==> config.mk <==
export PLATFORM = sky130hd
export DESIGN_NAME = dm_cache_ctrl
export DESIGN_NICKNAME = d
export VERILOG_FILES = /design/src/rtl/cache_pkg.sv /design/src/rtl/dm_cache_array.sv /design/src/rtl/dm_cache_ctrl.sv
export SDC_FILE = /design/constraint.sdc
export NUM_CORES = 2
export LEC_CHECK = 0
export CORE_ASPECT_RATIO = 1.5
export CORE_MARGIN = 2
export CORE_UTILIZATION = 57
export DETAILED_ROUTE_END_ITERATION = 7
export PLACE_DENSITY = 0.74
export SLEW_MARGIN = 40
export SYNTH_ARGS = -nofsm -noshare
export SYNTH_HDL_FRONTEND = slang
export SYNTH_SLANG_ARGS = --single-unit
==> constraint.sdc <==
create_clock -name clk -period 4.55 [get_ports clk]
set_input_delay 0.91 -clock clk [delete_from_list [all_inputs] [get_ports clk]]
set_output_delay 0.91 -clock clk [all_outputs]
set_load 0.005 [all_outputs]
==> src/rtl/cache_pkg.sv <==
// cache_pkg: shared FSM state type and address field helpers for the direct-mapped cache
package cache_pkg;
    typedef enum logic [2:0] {IDLE, LOOKUP, ARB, WRITEBACK, FILL, RESPOND} cache_state_t;

    function automatic logic [31:0] addr_index(input logic [31:0] addr, input int unsigned index_w);
        return addr & ((32'd1 << index_w) - 32'd1);
    endfunction

    function automatic logic [31:0] addr_tag(input logic [31:0] addr, input int unsigned index_w);
        return addr >> index_w;
    endfunction
endpackage

==> src/rtl/dm_cache_array.sv <==
// dm_cache_array: tag/data/valid/dirty storage, combinational read, one write port with per-field enables
module dm_cache_array #(
    parameter int INDEX_W = 7,
    parameter int TAG_W   = 5,
    parameter int DATA_W  = 8
) (
    input  logic               clk,
    input  logic               rst,
    input  logic [INDEX_W-1:0] idx,
    output logic [TAG_W-1:0]   rd_tag,
    output logic [DATA_W-1:0]  rd_data,
    output logic               rd_valid,
    output logic               rd_dirty,
    input  logic               we_tag,
    input  logic               we_data,
    input  logic               we_valid,
    input  logic               we_dirty,
    input  logic [TAG_W-1:0]   wr_tag,
    input  logic [DATA_W-1:0]  wr_data,
    input  logic               wr_valid,
    input  logic               wr_dirty
);
    localparam int LINES = 2 ** INDEX_W;
    logic [TAG_W-1:0]  tag_mem  [LINES];
    logic [DATA_W-1:0] data_mem [LINES];
    logic [LINES-1:0]  valid, dirty;
    assign rd_tag   = tag_mem[idx];
    assign rd_data  = data_mem[idx];
    assign rd_valid = valid[idx];
    assign rd_dirty = dirty[idx];
    // Tag and data arrays are deliberately not reset; only the status bits are.
    always_ff @(posedge clk) begin
        if (we_tag) tag_mem[idx] <= wr_tag;
        if (we_data) data_mem[idx] <= wr_data;
    end
    always_ff @(posedge clk) begin
        if (rst) begin
            valid <= '0;
            dirty <= '0;
        end else begin
            if (we_valid) valid[idx] <= wr_valid;
            if (we_dirty) dirty[idx] <= wr_dirty;
        end
    end
endmodule

==> src/rtl/dm_cache_ctrl.sv <==
// dm_cache_ctrl: direct-mapped write-back write-allocate cache controller with bus arbitration
module dm_cache_ctrl
    import cache_pkg::*;
#(
    parameter int ADDR_W  = 12,
    parameter int DATA_W  = 8,
    parameter int INDEX_W = 7,
    parameter int CNT_W   = 16
) (
    input  logic              clk,
    input  logic              rst,
    input  logic              cpu_req,
    input  logic              cpu_we,
    input  logic [ADDR_W-1:0] cpu_addr,
    input  logic [DATA_W-1:0] cpu_wdata,
    output logic [DATA_W-1:0] cpu_rdata,
    output logic              cpu_done,
    output logic              cpu_hit,
    output logic              bus_req,
    input  logic              bus_gnt,
    output logic              mem_rd,
    output logic              mem_wr,
    output logic [ADDR_W-1:0] mem_addr,
    output logic [DATA_W-1:0] mem_wdata,
    input  logic [DATA_W-1:0] mem_rdata,
    input  logic              mem_ack,
    output logic [CNT_W-1:0]  hit_cnt,
    output logic [CNT_W-1:0]  miss_cnt
);
    localparam int TAG_W = ADDR_W - INDEX_W;
    cache_state_t state, state_nx;
    logic [ADDR_W-1:0]  req_addr;
    logic               req_we, hit_q;
    logic [DATA_W-1:0]  req_wdata;
    logic [INDEX_W-1:0] idx;
    logic [TAG_W-1:0]   req_tag, line_tag;
    logic [DATA_W-1:0]  line_data;
    logic               line_valid, line_dirty, hit, victim_dirty;
    logic               we_tag, we_data, we_valid, we_dirty;
    assign idx          = INDEX_W'(addr_index(32'(req_addr), INDEX_W));
    assign req_tag      = TAG_W'(addr_tag(32'(req_addr), INDEX_W));
    assign hit          = line_valid && line_tag == req_tag;
    assign victim_dirty = line_valid && line_dirty;

    dm_cache_array #(.INDEX_W(INDEX_W), .TAG_W(TAG_W), .DATA_W(DATA_W)) u_array (
        .clk(clk), .rst(rst), .idx(idx),
        .rd_tag(line_tag), .rd_data(line_data), .rd_valid(line_valid), .rd_dirty(line_dirty),
        .we_tag(we_tag), .we_data(we_data), .we_valid(we_valid), .we_dirty(we_dirty),
        .wr_tag(req_tag), .wr_data(state == FILL ? mem_rdata : req_wdata),
        .wr_valid(1'b1), .wr_dirty(req_we)
    );

    always_ff @(posedge clk) begin
        if (rst) begin
            state     <= IDLE;
            req_addr  <= '0;
            req_we    <= 1'b0;
            req_wdata <= '0;
            hit_q     <= 1'b0;
            hit_cnt   <= '0;
            miss_cnt  <= '0;
        end else begin
            state <= state_nx;
            if (state == IDLE && cpu_req) begin
                req_addr  <= cpu_addr;
                req_we    <= cpu_we;
                req_wdata <= cpu_wdata;
            end
            if (state == LOOKUP) hit_q <= hit;
            hit_cnt  <= hit_cnt + CNT_W'(state == LOOKUP && hit && hit_cnt != '1);
            miss_cnt <= miss_cnt + CNT_W'(state == LOOKUP && !hit && miss_cnt != '1);
        end
    end

    // Fills only ever serve reads, so wr_dirty = req_we covers fill, allocate and write hit.
    always_comb begin
        state_nx  = state;
        {we_tag, we_data, we_valid, we_dirty} = '0;
        bus_req   = 1'b0;
        mem_rd    = 1'b0;
        mem_wr    = 1'b0;
        mem_addr  = '0;
        mem_wdata = '0;
        cpu_done  = 1'b0;
        cpu_hit   = 1'b0;
        cpu_rdata = '0;
        case (state)
            IDLE: state_nx = cpu_req ? LOOKUP : IDLE;
            LOOKUP: begin
                if (hit) begin
                    we_data  = req_we;
                    we_dirty = req_we;
                    state_nx = RESPOND;
                end else if (req_we && !victim_dirty) begin
                    {we_tag, we_data, we_valid, we_dirty} = '1;
                    state_nx = RESPOND;
                end else begin
                    state_nx = ARB;
                end
            end
            ARB: begin
                bus_req  = 1'b1;
                state_nx = !bus_gnt ? ARB : victim_dirty ? WRITEBACK : FILL;
            end
            WRITEBACK: begin
                bus_req   = 1'b1;
                mem_wr    = 1'b1;
                mem_addr  = {line_tag, idx};
                mem_wdata = line_data;
                if (mem_ack) begin
                    {we_tag, we_data, we_valid, we_dirty} = {4{req_we}};
                    state_nx = req_we ? RESPOND : FILL;
                end
            end
            FILL: begin
                bus_req  = 1'b1;
                mem_rd   = 1'b1;
                mem_addr = req_addr;
                if (mem_ack) begin
                    {we_tag, we_data, we_valid, we_dirty} = '1;
                    state_nx = RESPOND;
                end
            end
            RESPOND: begin
                cpu_done  = 1'b1;
                cpu_hit   = hit_q;
                cpu_rdata = req_we ? '0 : line_data;
                state_nx  = IDLE;
            end
            default: state_nx = IDLE;
        endcase
    end
endmodule

==> summary.md <==
| Metric | Value |
|---|---|
| Yosys cell types | `81` |
| Drt first-iter violations | `6721` |
| Final nets | `5371` |
| Power Internal | `30.7 mW` |
| Failing checks | `setup timing` |
| CTS Buf Count | `174` |
| Leakage | `32.5 nW` |
| Global route overflow | `0` |
| Fraction of layout cells with a size suffix above 1 | `33.5%` |
| Ys async rst share | `0%` |
| Maximum buffer depth of the clock tree | `3` |
| Vias in the first global route | `49700` |
| Clk sink count | `1984` |
| Mean routed wirelength per cell | `32.7 um` |
| Clock Power Share | `36.6%` |
| Die Wd | `312 um` |
| Top Ports | `99` |
| RSZ-0062 raised after global routing | `yes` |
| Die ar. | `0.145 sq mm` |
| CP Data Arrival Time | `4050 ps` |
| IR drop worst, VDD | `0.000385 V` |
| First-pass GRT wire length | `333000 um` |
| Fin Clk Skew | `29.9 ps` |
| H-tree Lvls | `4` |
| Via count | `50700` |
| Initial antenna violation count | `4` |
| Cells after Synth | `4794` |
| Critical path class | `reg2out` |
| Max cap viols | `0` |
| Most frequent cells in the layout | `edfxtp_1, mux4_2, buf_4` |
| Crit path to | `cpu_rdata[3]` |
| Via density | `6.89` |
| Fin. max-slew vios | `0` |
| Synth-to-layout area growth | `21.4%` |
| Crit Path Max Fanout | `12` |
| Syn Area/Cell | `16.9 sq um` |
| TritonCTS clock tree | `done` |
| Total Wirelength | `241000 um` |
| Port Buffers | `98` |
| Core ar. | `0.141 sq mm` |
| Die Height | `466 um` |
| Comb pwr share | `13.9%` |
| Pre-CTS WS | `-236 ps` |
| DPL Wire Length | `137000 um` |
| Fin crit share | `109%` |
| Commonest non-fill, non-tap cell in the layout | `edfxtp_1` |
| Largest net degree at the start of global routing | `145` |
| Worst-Skew Late Latency | `820 ps` |
| Root Buffer | `clkbuf_16` |
| DRC viols | `0` |
| Yosys Warn Count | `0` |
| EDFF count, synth | `1664` |
| Min Tclk post-route | `4960 ps` |
| Sw Ratio | `25.1%` |
| Worst-margin pin slew | `1070 ps` |
| Commonest register cell after synthesis | `edfxtp_1` |
| Final hold violations | `0` |
| Num rows | `169` |
| Fillers | `8597` |
| Clock slew at reported path FFs | `70 ps` |
| Top achievable clock speed | `0.202 GHz` |
| Reg2reg end | `u_array.data_mem[84][4]` |
| CP Capture Type | `output pin` |
| Seq/Total Area, Yosys | `69.5%` |
| Critical Path RT | `3640 ps` |
| Total power | `40.9 mW` |
| Synth Cell Area | `0.0811 sq mm` |
| Setup crit start kind | `flop` |
| Initial core utilization | `57.4%` |
| PnR worst setup slack | `-406 ps` |
| R2R depth | `24` |
| # setup viols final | `1533` |
| Gr usage total | `31.4%` |
| Flop and latch count out of synthesis | `1984` |
| Reg-to-reg slack, setup | `-220 ps` |
| Power Density | `416 mW/mm^2` |
| Part of the power in registers | `49.5%` |
| DR pass1 iterations | `7` |
| Slew HR | `28.5%` |
| Post-DRT Antenna Nets | `0` |
| Hold crit path type | `reg2reg` |
| Routability cong. | `0.911` |
| Post-Syn Nets | `4832` |
| Status | `finished, violations left` |
| Psw | `10.3 mW` |
## worst min path at each step
stage	start	endpoint	slack (ps)	cells past startpoint
2_1_floorplan	u_array.valid[36]	u_array.valid[36]	420	2
3_3_place_gp	u_array.valid[37]	u_array.valid[37]	440	2
3_5_place_dp	u_array.valid[34]	u_array.valid[34]	440	2
4_1_cts	u_array.valid[43]	u_array.valid[43]	460	2
5_1_grt	u_array.valid[76]	u_array.valid[76]	470	2
6_report	u_array.valid[43]	u_array.valid[43]	450	2
## timing repair
| action | 4_1_cts | 5_1_grt |
|---|---|---|
| setup buffers | 84 | 60 |
| hold buffers | 0 | 0 |
| pin swaps | 16 | 116 |
| cloned | 15 | 15 |
| endpoints found under the setup margin | 513 | 1591 |
| gates resized for setup | 319 | 373 |
## synth_stat cells, types with 15 or more instances
cell type	instances	area share (%)
and2_1	17	0.13
nand3_1	38	0.23
nor2b_1	24	0.19
nor3_2	93	1.1
a22oi_1	72	0.67
nor2_1	118	0.55
o32ai_1	121	1.3
buf_1	39	0.18
or3_1	15	0.12
mux4_2	431	12
nand2_1	140	0.65
edfxtp_1	1664	62
xor2_1	19	0.21
a221oi_1	40	0.43
mux2i_1	212	2.6
o22ai_1	34	0.26
a21oi_1	185	1.1
clkbuf_1	248	1.1
a22o_1	132	1.4
buf_6	21	0.29
buf_2	91	0.56
nor3_1	309	1.9
dfxtp_1	320	7.9
nand2b_1	22	0.17
o21ai_0	35	0.22
mux2_2	33	0.46
inv_1	135	0.63
nand4_1	18	0.14
## state kept, by name, indices dropped and copies added (netlist names), named ones only
register and count:
req_we 1, u_array.dirty 128, hit_q 1, req_wdata 8, u_array.tag_mem 640, hit_cnt 16
state 3, miss_cnt 16, u_array.data_mem 1024, req_addr 12, u_array.valid 128
## cell families (layout without fill, tap and decap cells)
kind of cell / Yosys count / count (layout) / synth area share [%]
fa+ha+maj: 4 / 4 / 0.0617
other cells: 0 / 2 / 0
simple gates: 834 / 834 / 5.58
buf+inv: 550 / 1232 / 2.94
mux: 678 / 678 / 15.1
flops: 1984 / 1984 / 69.5
compound gates: 711 / 711 / 6.44
xor+xnor: 33 / 33 / 0.357
## critical path, stage by stage, from the launching register on
cell	delay (ps)
dfxtp_4	380
buf_12	150
bufbuf_16	280
buf_12	180
mux4_2	600
mux4_2	500
mux4_2	550
mux2i_1	200
buf_4	170
nor2_1	40
buf_2	150
## power by group through the flow
stage | clock [mW] | combinational, mW | sequential, mW
6_report | 15.0 | 5.69 | 20.3
5_1_grt | 15.7 | 5.84 | 20.3
4_1_cts | 15.0 | 5.13 | 20.3
3_5_place_dp | 0 | 4.60 | 20.7
3_3_place_gp | 0 | 4.50 | 20.7
2_1_floorplan | 0 | 2.64 | 20.6
## stage by stage
| stage | utilization [%] | hold slack (ps) | cell area, sq um | TNS [ps] | std cells |
|---|---|---|---|---|---|
| 2_1_floorplan | - | 422 | 81100 | 0 | 4794 |
| 3_3_place_gp | 62.0 | 437 | 87600 | -16110 | 6876 |
| 3_5_place_dp | 62.2 | 441 | 87800 | -31710 | 6876 |
| 4_1_cts | 67.8 | 455 | 95800 | -5750 | 7291 |
| 5_1_grt | 69.7 | 466 | 98400 | -194890 | 7358 |
| 6_report | 69.7 | 453 | 98400 | -113060 | 7359 |
## layout make-up
class | count | area, sq um | share of cell area, %
timing repair buffer | 774 | 8630 | 8.77
sequential | 1984 | 56400 | 57.3
inverter | 139 | 524 | 0.533
antenna | 2 | 5.00 | 0.00509
clock inverter | 97 | 1010 | 1.03
tap | 1881 | 2350 | 2.39
multi-input combinational | 2260 | 24800 | 25.2
clock buffer | 222 | 4690 | 4.76
## layer usage
metal | share of wire, % | vias up | track usage (%) | wire (um)
li1 | - | 20500 | - | -
met1 | 33 | 25700 | 38.1 | 79100
met2 | 50 | 3711 | 53.3 | 121000
met3 | 10 | 849 | 5.63 | 24600
met4 | 6.9 | 4 | 18.1 | 16600
met5 | 0.015 | - | 0 | 36
Note: power is estimated with default switching activity, not from simulation.
